`src/rtl/hazard_ctrl_pkg.sv`:
```
// Shared types and helpers for the pipeline hazard controller.
package hazard_ctrl_pkg;

  typedef enum logic [1:0] {
    HZ_RUN      = 2'd0,
    HZ_LU_STALL = 2'd1,
    HZ_FLUSH    = 2'd2,
    HZ_MEM_WAIT = 2'd3
  } hz_state_e;

  localparam int unsigned CNT_W = 2;
  localparam int unsigned TMO_W = 8;

  // Reload value for a multi-cycle counter whose first cycle is spent in RUN.
  function automatic logic [CNT_W-1:0] cnt_reload(input int unsigned cycles);
    return CNT_W'(cycles - 1);
  endfunction

endpackage

```
`src/rtl/hazard_ctrl_detect.sv`:
```
// Load-use hazard detection between the instruction in ID and a load in EX.
module hazard_detect (
  input  logic [4:0] id_rs1_i,
  input  logic [4:0] id_rs2_i,
  input  logic       id_rs1_used_i,
  input  logic       id_rs2_used_i,
  input  logic [4:0] ex_rd_i,
  input  logic       ex_mem_to_reg_i,
  input  logic       ex_reg_wr_en_i,
  output logic       lu_hit_o
);

  always_comb begin
    lu_hit_o = ex_mem_to_reg_i & ex_reg_wr_en_i & (ex_rd_i != '0) &
               ((id_rs1_used_i & (id_rs1_i == ex_rd_i)) |
                (id_rs2_used_i & (id_rs2_i == ex_rd_i)));
  end

endmodule

```
`src/rtl/hazard_ctrl.sv`:
```
// Pipeline hazard/sequencing controller: load-use bubbles, redirect flushes, memory waits.
// Optional saturating performance counters are enabled with HAZARD_PERF_CNT_EN.
module hazard_ctrl
  import hazard_ctrl_pkg::*;
#(
  parameter int unsigned LU_CYCLES    = 1,
  parameter int unsigned FLUSH_CYCLES = 1,
  parameter int unsigned MEM_TIMEOUT  = 255
) (
  input  logic        clk,
  input  logic        reset,
  input  logic [4:0]  i_id_Rs1,
  input  logic [4:0]  i_id_Rs2,
  input  logic        i_id_Rs1Used,
  input  logic        i_id_Rs2Used,
  input  logic [4:0]  i_ex_RegDst,
  input  logic        i_ex_MemToReg,
  input  logic        i_ex_RegWrEn,
  input  logic        i_ex_Redirect,
  input  logic        i_mem_Req,
  input  logic        i_mem_Ready,
  output logic        o_pc_stall,
  output logic        o_ifid_stall,
  output logic        o_ifid_flush,
  output logic        o_idex_stall,
  output logic        o_idex_flush,
  output logic        o_exmem_stall,
  output logic        o_pc_redirect,
  output logic        o_mem_timeout,
`ifdef HAZARD_PERF_CNT_EN
  output logic [31:0] o_perf_stall_cnt,
  output logic [31:0] o_perf_flush_cnt,
`endif
  output logic [1:0]  o_state
);

  localparam logic [CNT_W-1:0] LU_RELOAD = cnt_reload(LU_CYCLES);
  localparam logic [CNT_W-1:0] FL_RELOAD = cnt_reload(FLUSH_CYCLES);
  localparam logic [TMO_W-1:0] TMO_LIMIT = TMO_W'(MEM_TIMEOUT);

  hz_state_e        state_q, state_d;
  logic [CNT_W-1:0] lu_cnt_q, lu_cnt_d;
  logic [CNT_W-1:0] fl_cnt_q, fl_cnt_d;
  logic [TMO_W-1:0] tmo_cnt_q, tmo_cnt_d;
  logic             tmo_flag_q, tmo_flag_d;
  logic             lu_hit;
  logic             mem_block;
  logic             tmo_hit;

  hazard_detect u_detect (
    .id_rs1_i        (i_id_Rs1),
    .id_rs2_i        (i_id_Rs2),
    .id_rs1_used_i   (i_id_Rs1Used),
    .id_rs2_used_i   (i_id_Rs2Used),
    .ex_rd_i         (i_ex_RegDst),
    .ex_mem_to_reg_i (i_ex_MemToReg),
    .ex_reg_wr_en_i  (i_ex_RegWrEn),
    .lu_hit_o        (lu_hit)
  );

  assign mem_block = i_mem_Req & ~i_mem_Ready;
  assign tmo_hit   = (tmo_cnt_q >= TMO_LIMIT);

  always_ff @(posedge clk) begin
    if (!reset) begin
      state_q    <= HZ_RUN;
      lu_cnt_q   <= '0;
      fl_cnt_q   <= '0;
      tmo_cnt_q  <= '0;
      tmo_flag_q <= 1'b0;
    end else begin
      state_q    <= state_d;
      lu_cnt_q   <= lu_cnt_d;
      fl_cnt_q   <= fl_cnt_d;
      tmo_cnt_q  <= tmo_cnt_d;
      tmo_flag_q <= tmo_flag_d;
    end
  end

  always_comb begin
    state_d    = state_q;
    lu_cnt_d   = lu_cnt_q;
    fl_cnt_d   = fl_cnt_q;
    tmo_cnt_d  = tmo_cnt_q;
    tmo_flag_d = tmo_flag_q;
    case (state_q)
      HZ_RUN: begin
        if (mem_block) begin
          state_d   = HZ_MEM_WAIT;
          tmo_cnt_d = TMO_W'(1);
        end else if (i_ex_Redirect) begin
          if (FLUSH_CYCLES > 1) begin
            state_d  = HZ_FLUSH;
            fl_cnt_d = FL_RELOAD;
          end
        end else if (lu_hit && LU_CYCLES > 1) begin
          state_d  = HZ_LU_STALL;
          lu_cnt_d = LU_RELOAD;
        end
      end
      HZ_LU_STALL: begin
        // lu_cnt is held across a memory wait so the remaining bubbles resume afterwards
        if (mem_block) begin
          state_d   = HZ_MEM_WAIT;
          tmo_cnt_d = TMO_W'(1);
        end else if (lu_cnt_q <= CNT_W'(1)) begin
          state_d  = HZ_RUN;
          lu_cnt_d = '0;
        end else begin
          lu_cnt_d = lu_cnt_q - CNT_W'(1);
        end
      end
      HZ_FLUSH: begin
        // A memory wait abandons the rest of the flush window
        if (mem_block) begin
          state_d   = HZ_MEM_WAIT;
          tmo_cnt_d = TMO_W'(1);
          fl_cnt_d  = '0;
        end else if (i_ex_Redirect) begin
          fl_cnt_d = FL_RELOAD;
        end else if (fl_cnt_q <= CNT_W'(1)) begin
          state_d  = HZ_RUN;
          fl_cnt_d = '0;
        end else begin
          fl_cnt_d = fl_cnt_q - CNT_W'(1);
        end
      end
      HZ_MEM_WAIT: begin
        if (!mem_block) begin
          state_d   = (lu_cnt_q != '0) ? HZ_LU_STALL : HZ_RUN;
          tmo_cnt_d = '0;
        end else if (tmo_hit) begin
          state_d    = HZ_RUN;
          tmo_cnt_d  = '0;
          lu_cnt_d   = '0;
          tmo_flag_d = 1'b1;
        end else begin
          tmo_cnt_d = tmo_cnt_q + TMO_W'(1);
        end
      end
      default: state_d = HZ_RUN;
    endcase
  end

  always_comb begin
    o_pc_stall    = 1'b0;
    o_ifid_stall  = 1'b0;
    o_ifid_flush  = 1'b0;
    o_idex_stall  = 1'b0;
    o_idex_flush  = 1'b0;
    o_exmem_stall = 1'b0;
    o_pc_redirect = 1'b0;
    if ((state_q != HZ_MEM_WAIT && mem_block) ||
        (state_q == HZ_MEM_WAIT && mem_block && !tmo_hit)) begin
      o_pc_stall    = 1'b1;
      o_ifid_stall  = 1'b1;
      o_idex_stall  = 1'b1;
      o_exmem_stall = 1'b1;
    end else begin
      case (state_q)
        HZ_RUN, HZ_FLUSH: begin
          if (i_ex_Redirect) begin
            o_pc_redirect = 1'b1;
            o_ifid_flush  = 1'b1;
            o_idex_flush  = 1'b1;
          end else if (state_q == HZ_FLUSH) begin
            o_ifid_flush = 1'b1;
          end else if (lu_hit) begin
            o_pc_stall   = 1'b1;
            o_ifid_stall = 1'b1;
            o_idex_flush = 1'b1;
          end
        end
        HZ_LU_STALL: begin
          o_pc_stall   = 1'b1;
          o_ifid_stall = 1'b1;
          o_idex_flush = 1'b1;
        end
        default: ;
      endcase
    end
  end

  assign o_mem_timeout = tmo_flag_q;
  assign o_state       = state_q;

`ifdef HAZARD_PERF_CNT_EN
  logic [31:0] perf_stall_q;
  logic [31:0] perf_flush_q;

  always_ff @(posedge clk) begin
    if (!reset) begin
      perf_stall_q <= '0;
      perf_flush_q <= '0;
    end else begin
      if (o_pc_stall && perf_stall_q != '1)
        perf_stall_q <= perf_stall_q + 32'd1;
      if (o_pc_redirect && perf_flush_q != '1)
        perf_flush_q <= perf_flush_q + 32'd1;
    end
  end

  assign o_perf_stall_cnt = perf_stall_q;
  assign o_perf_flush_cnt = perf_flush_q;
`endif

endmodule
```
`config.mk`:
```
export PLATFORM = sky130hd
export DESIGN_NAME = hazard_ctrl
export DESIGN_NICKNAME = d
export VERILOG_FILES = /design/src/rtl/hazard_ctrl_pkg.sv /design/src/rtl/hazard_ctrl_detect.sv /design/src/rtl/hazard_ctrl.sv
export SDC_FILE = /design/constraint.sdc
export NUM_CORES = 1
export LEC_CHECK = 0
export ABC_AREA = 1
export CAP_MARGIN = 15
export CORE_MARGIN = 1
export CORE_UTILIZATION = 25
export CTS_BUF_LIST = sky130_fd_sc_hd__clkbuf_2
export DETAILED_ROUTE_END_ITERATION = 8
export DONT_BUFFER_PORTS = 1
export HOLD_SLACK_MARGIN = 0.12
export PLACE_DENSITY = 0.48
export SYNTH_ARGS = -nofsm -noshare
export SYNTH_HDL_FRONTEND = slang
export SYNTH_HIERARCHICAL = 1
export SYNTH_SLANG_ARGS = --single-unit
```
`constraint.sdc`:
```
create_clock -name clk -period 1.78 [get_ports clk]
set_input_delay 0.089 -clock clk [delete_from_list [all_inputs] [get_ports clk]]
set_output_delay 0.089 -clock clk [all_outputs]
set_load 0.01 [all_outputs]
```
==> results_tabular.tex <==
\begin{tabular}{lr}
\hline
Metric & Value \\
\hline
\multicolumn{2}{l}{\textbf{Run status}} \\
\quad Run status & completed \\
\multicolumn{2}{l}{\textbf{Min path}} \\
\quad Startpoint of the most critical hold path & i\_ex\_Redirect \\
\quad WHS Endpoint & o\_state[1]\$\_SDFFE\_PN0P\_ \\
\quad Worst Hold Path Cells & 5 \\
\quad Type of the tightest min-delay check & input pin to register \\
\multicolumn{2}{l}{\textbf{Detailed routing}} \\
\quad First-pass DRT Iterations & 4 \\
\quad DRC violations left & 0 \\
\quad Average via count per standard cell & $\sim$4.2 \\
\quad Total number of vias & 1179 \\
\quad Count of routing violations after the opening detailed-route iteration & 72 \\
\quad Post-detailed-routing wire length & 2810 um \\
\quad Final ANT Viol Nets & 0 \\
\quad WL/cell & 10.1 um \\
\multicolumn{2}{l}{\textbf{Floorplanning}} \\
\quad Cell row count & 25 \\
\quad Die width & 72.1 um \\
\quad Starting density of the core & 0.260 \\
\quad Die Area & 5190 um2 \\
\quad I/O Pins & 34 \\
\quad Area of the core & roughly 4700 um2 \\
\quad Die height & 72.1 um \\
\multicolumn{2}{l}{\textbf{Timing}} \\
\quad Period minus WS final & 1690 ps \\
\quad Setup ws final & 91.3 ps \\
\quad Max-slew headroom & 0.765 \\
\quad Worst Max-Slew Pin Slew & 352 ps \\
\quad Pins Over Slew Limit & 0 \\
\quad Final hold violation count & 0 \\
\quad Achievable clock frequency & 592 MHz \\
\quad RSZ-0062 raised after global routing & false \\
\quad Fin Hold WS & 185 ps \\
\quad Setup skew after layout & around 6.3 ps \\
\quad Fraction of the cycle the final worst path needs & 0.949 \\
\quad Total of endpoints with negative setup slack in the final report & 0 \\
\quad Setup Total Neg Slack & 0 ps \\
\multicolumn{2}{l}{\textbf{CTS}} \\
\quad CTS sink count & 15 \\
\quad CTS tree & yes \\
\quad Total clock buffers created by CTS & 3 \\
\quad CTS Buffer Depth & 2 \\
\quad Clock transition at the registers of the reported paths & 160 ps \\
\quad Root buffer cell & clkbuf\_2 \\
\quad H-tree depth & 1 \\
\quad Latest clock arrival within the worst-skew pair & 300 ps \\
\multicolumn{2}{l}{\textbf{Global route}} \\
\quad Vias in the first global route & 1085 \\
\quad Largest net degree at the start of global routing & 10 \\
\quad Number of antenna violations at the first check in global routing & 1 \\
\quad Wire length of the first global-routing pass & between 4000 and 5000 um \\
\quad Overflow left after global routing & 0 \\
\quad Total global routing track utilization & 0.110 \\
\multicolumn{2}{l}{\textbf{Layout}} \\
\quad Layout-stage area growth over the synthesis result & 20.4\% \\
\quad Total area of multi-input combinational cells & 822 um2 \\
\quad Area used by sequential logic in the layout & 310 um2 \\
\quad Fraction of final layout cells with drive strength greater than 1 & 0.248 \\
\quad Core utilization of the finished layout & 0.313 \\
\quad Number of nets in the layout & 241 \\
\quad Fillcell total & a little over 500 \\
\multicolumn{2}{l}{\textbf{Power}} \\
\quad Portion of total power attributed to combinational logic & 0.504 \\
\quad Clock network fraction of design power & 0.145 \\
\quad Cell leakage power & 0.000689 uW \\
\quad Cell internal power dissipation & 697 uW \\
\quad Final total power & $\sim$1200 uW \\
\quad Sequential power share & 0.351 \\
\quad Switching share of power & 0.433 \\
\quad Switch Pwr & between 500 and 600 uW \\
\quad Maximum resistive drop on vdd & between 0.0002 and 0.0003 V \\
\quad Power per unit of standard cell area & 831 nW/um2 \\
\multicolumn{2}{l}{\textbf{Synthesis}} \\
\quad Number of warning messages in the yosys log & 6 \\
\quad Post-Syn Nets & around 220 \\
\quad Largest cells by area after synthesis & dfxtp\_1 (24\%), nand2\_1 (17\%), inv\_1 (7.3\%) \\
\quad Biggest area consumer among synthesized cells & dfxtp\_1 \\
\quad Post-Synthesis Mean Instance Area & 6.33 um2 \\
\quad Synth Cell Area & about 1200 um2 \\
\quad Part of the Yosys area used for sequential elements & 0.245 \\
\quad Number of synthesized register bits & 15 \\
\quad Top-area cell type share of the netlist area & 0.245 \\
\quad Post-synthesis cell count & 194 \\
\quad Number of different library cells in the post-synthesis netlist & 28 \\
\multicolumn{2}{l}{\textbf{Setup path}} \\
\quad Launching element type of the critical path & register \\
\quad Worst Setup End Kind & primary output \\
\quad Startpoint of the worst-slack reg-to-reg timing path & o\_state[0]\$\_SDFFE\_PN0P\_ \\
\quad Worst setup slack for register-to-register paths & 210 ps \\
\quad Kind of critical path & register to primary output \\
\quad Reg2Reg Depth & 9 \\
\quad Worst EP arrival & 1600 ps \\
\quad Reg-to-reg critical path endpoint & o\_state[1]\$\_SDFFE\_PN0P\_ \\
\quad CP Data Required Time & 1690 ps \\
\quad Largest fanout on the critical path & 4 \\
\multicolumn{2}{l}{\textbf{Placement}} \\
\quad Number of buffers inserted by port buffering & 0 \\
\quad Routability Congestion & 0.740 \\
\quad Setup WS pre-CTS & 183 ps \\
\quad HPWL after DPL & $\sim$2100 um \\
\multicolumn{2}{l}{\textbf{Flow run}} \\
\quad MaxCap Viol Count & 0 \\
\hline
\end{tabular}
[worst max-delay path by stage]
| stage | start | end | slack (ps) | depth (start not counted) |
|---|---|---|---|---|
| floorplan | o_state[0]$_SDFFE_PN0P_ | o_state[1]$_SDFFE_PN0P_ | 320 | 8 |
| global placement | o_state[0]$_SDFFE_PN0P_ | o_state[1]$_SDFFE_PN0P_ | 210 | 8 |
| detailed placement | o_state[0]$_SDFFE_PN0P_ | o_state[1]$_SDFFE_PN0P_ | 180 | 8 |
| CTS | tmo_cnt_q[1]$_SDFFE_PN0P_ | o_pc_redirect | -10 | 7 |
| global route | o_state[0]$_SDFFE_PN0P_ | o_idex_flush | 0.6 | 7 |
| finish | tmo_cnt_q[1]$_SDFFE_PN0P_ | o_idex_stall | 90 | 7 |
[cells in the final DEF (no fill, tap or decap), types with 3 or more instances in the layout]
cell,synthesis,layout
dlygate4sd3_1,0,4
inv_2,6,7
buf_4,2,11
nand2_4,4,4
inv_1,24,22
nand2_1,56,56
nor2_2,1,5
nor2_1,21,17
nand2_2,4,4
a21oi_1,16,16
ha_1,6,3
nand3_1,10,10
nand4_1,4,4
dfxtp_1,15,11
nor2_4,3,3
o21ai_0,8,8
clkbuf_2,0,4
[metal layers]
metal  up-vias  GRT usage  wire (um)
met5         -          0          0
met4         0     0.0588         68
met3         7     0.0264        157
met2        26      0.187       1270
met1       503      0.129       1310
li1        643          -          -
[flip-flops by register name, indices dropped and copies added, names as in the netlist]
name / count
fl_cnt_q: 2
lu_cnt_q: 2
o_mem_timeout: 1
o_state: 2
tmo_cnt_q: 8
[power groups by stage]
stage                     Clock, uW  Combinational [uW]  Sequential [uW]
after floorplan                   0                 447              414
after global placement            0                 526              419
after detailed placement          0                 520              421
after CTS                       185                 541              418
after global routing            198                 692              439
final                           178                 618              431
[metrics by stage]
stage | instances | cell area, um2
CTS | 268 | 1370
floorplan | 194 | 1230
detailed placement | 260 | 1300
global route | 278 | 1480
global placement | 260 | 1300
finish | 278 | 1480
[final cells by class]
type	count	share of cell area
Multi-Input combinational cell	146	0.556
Inverter	30	0.0787
Antenna cell	1	0.00169
Sequential cell	15	0.210
Timing Repair Buffer	15	0.0830
Tap cell	67	0.0567
Clock buffer	4	0.0135
[critical path, stage by stage (launching register included)]
cell and delay [ps]:
dfxtp_2 390, ha_4 150, nand2_2 80, nor2_4 170, nand2_4 90, nor2_4 160
nor2_2 90, buf_4 160
[cell families after synthesis]
logic type | count (synthesis) | synth area share
adder cells (fa/ha/maj) | 6 | 0.0612
XOR/XNOR | 1 | 0.00714
AND/OR/NAND/NOR | 110 | 0.436
AO/OA/AOI/OAI | 29 | 0.138
flip-flops | 15 | 0.245
buffers and inverters | 33 | 0.113
[synthesized netlist by cell type, drive strengths merged]
cell    instances
nand2          64
inv            30
nor2           26
a21oi          16
dfxtp          15
nand3          10
o21ai          10
ha              6
nand4           4
buf             3
nor3            3
o21bai          2
nand3b          1
nor3b           1
o221ai          1
or2             1
xor2            1
[what timing repair did]
action,4_1_cts,5_1_grt
hold buffers,4,0
hold endpoints to repair,15,0
buffers inserted,0,9
gates cloned,0,0
resized for setup,5,12
endpoints found under the setup margin,7,7
pin swaps,1,3
Power figures use the tool's default switching activity.
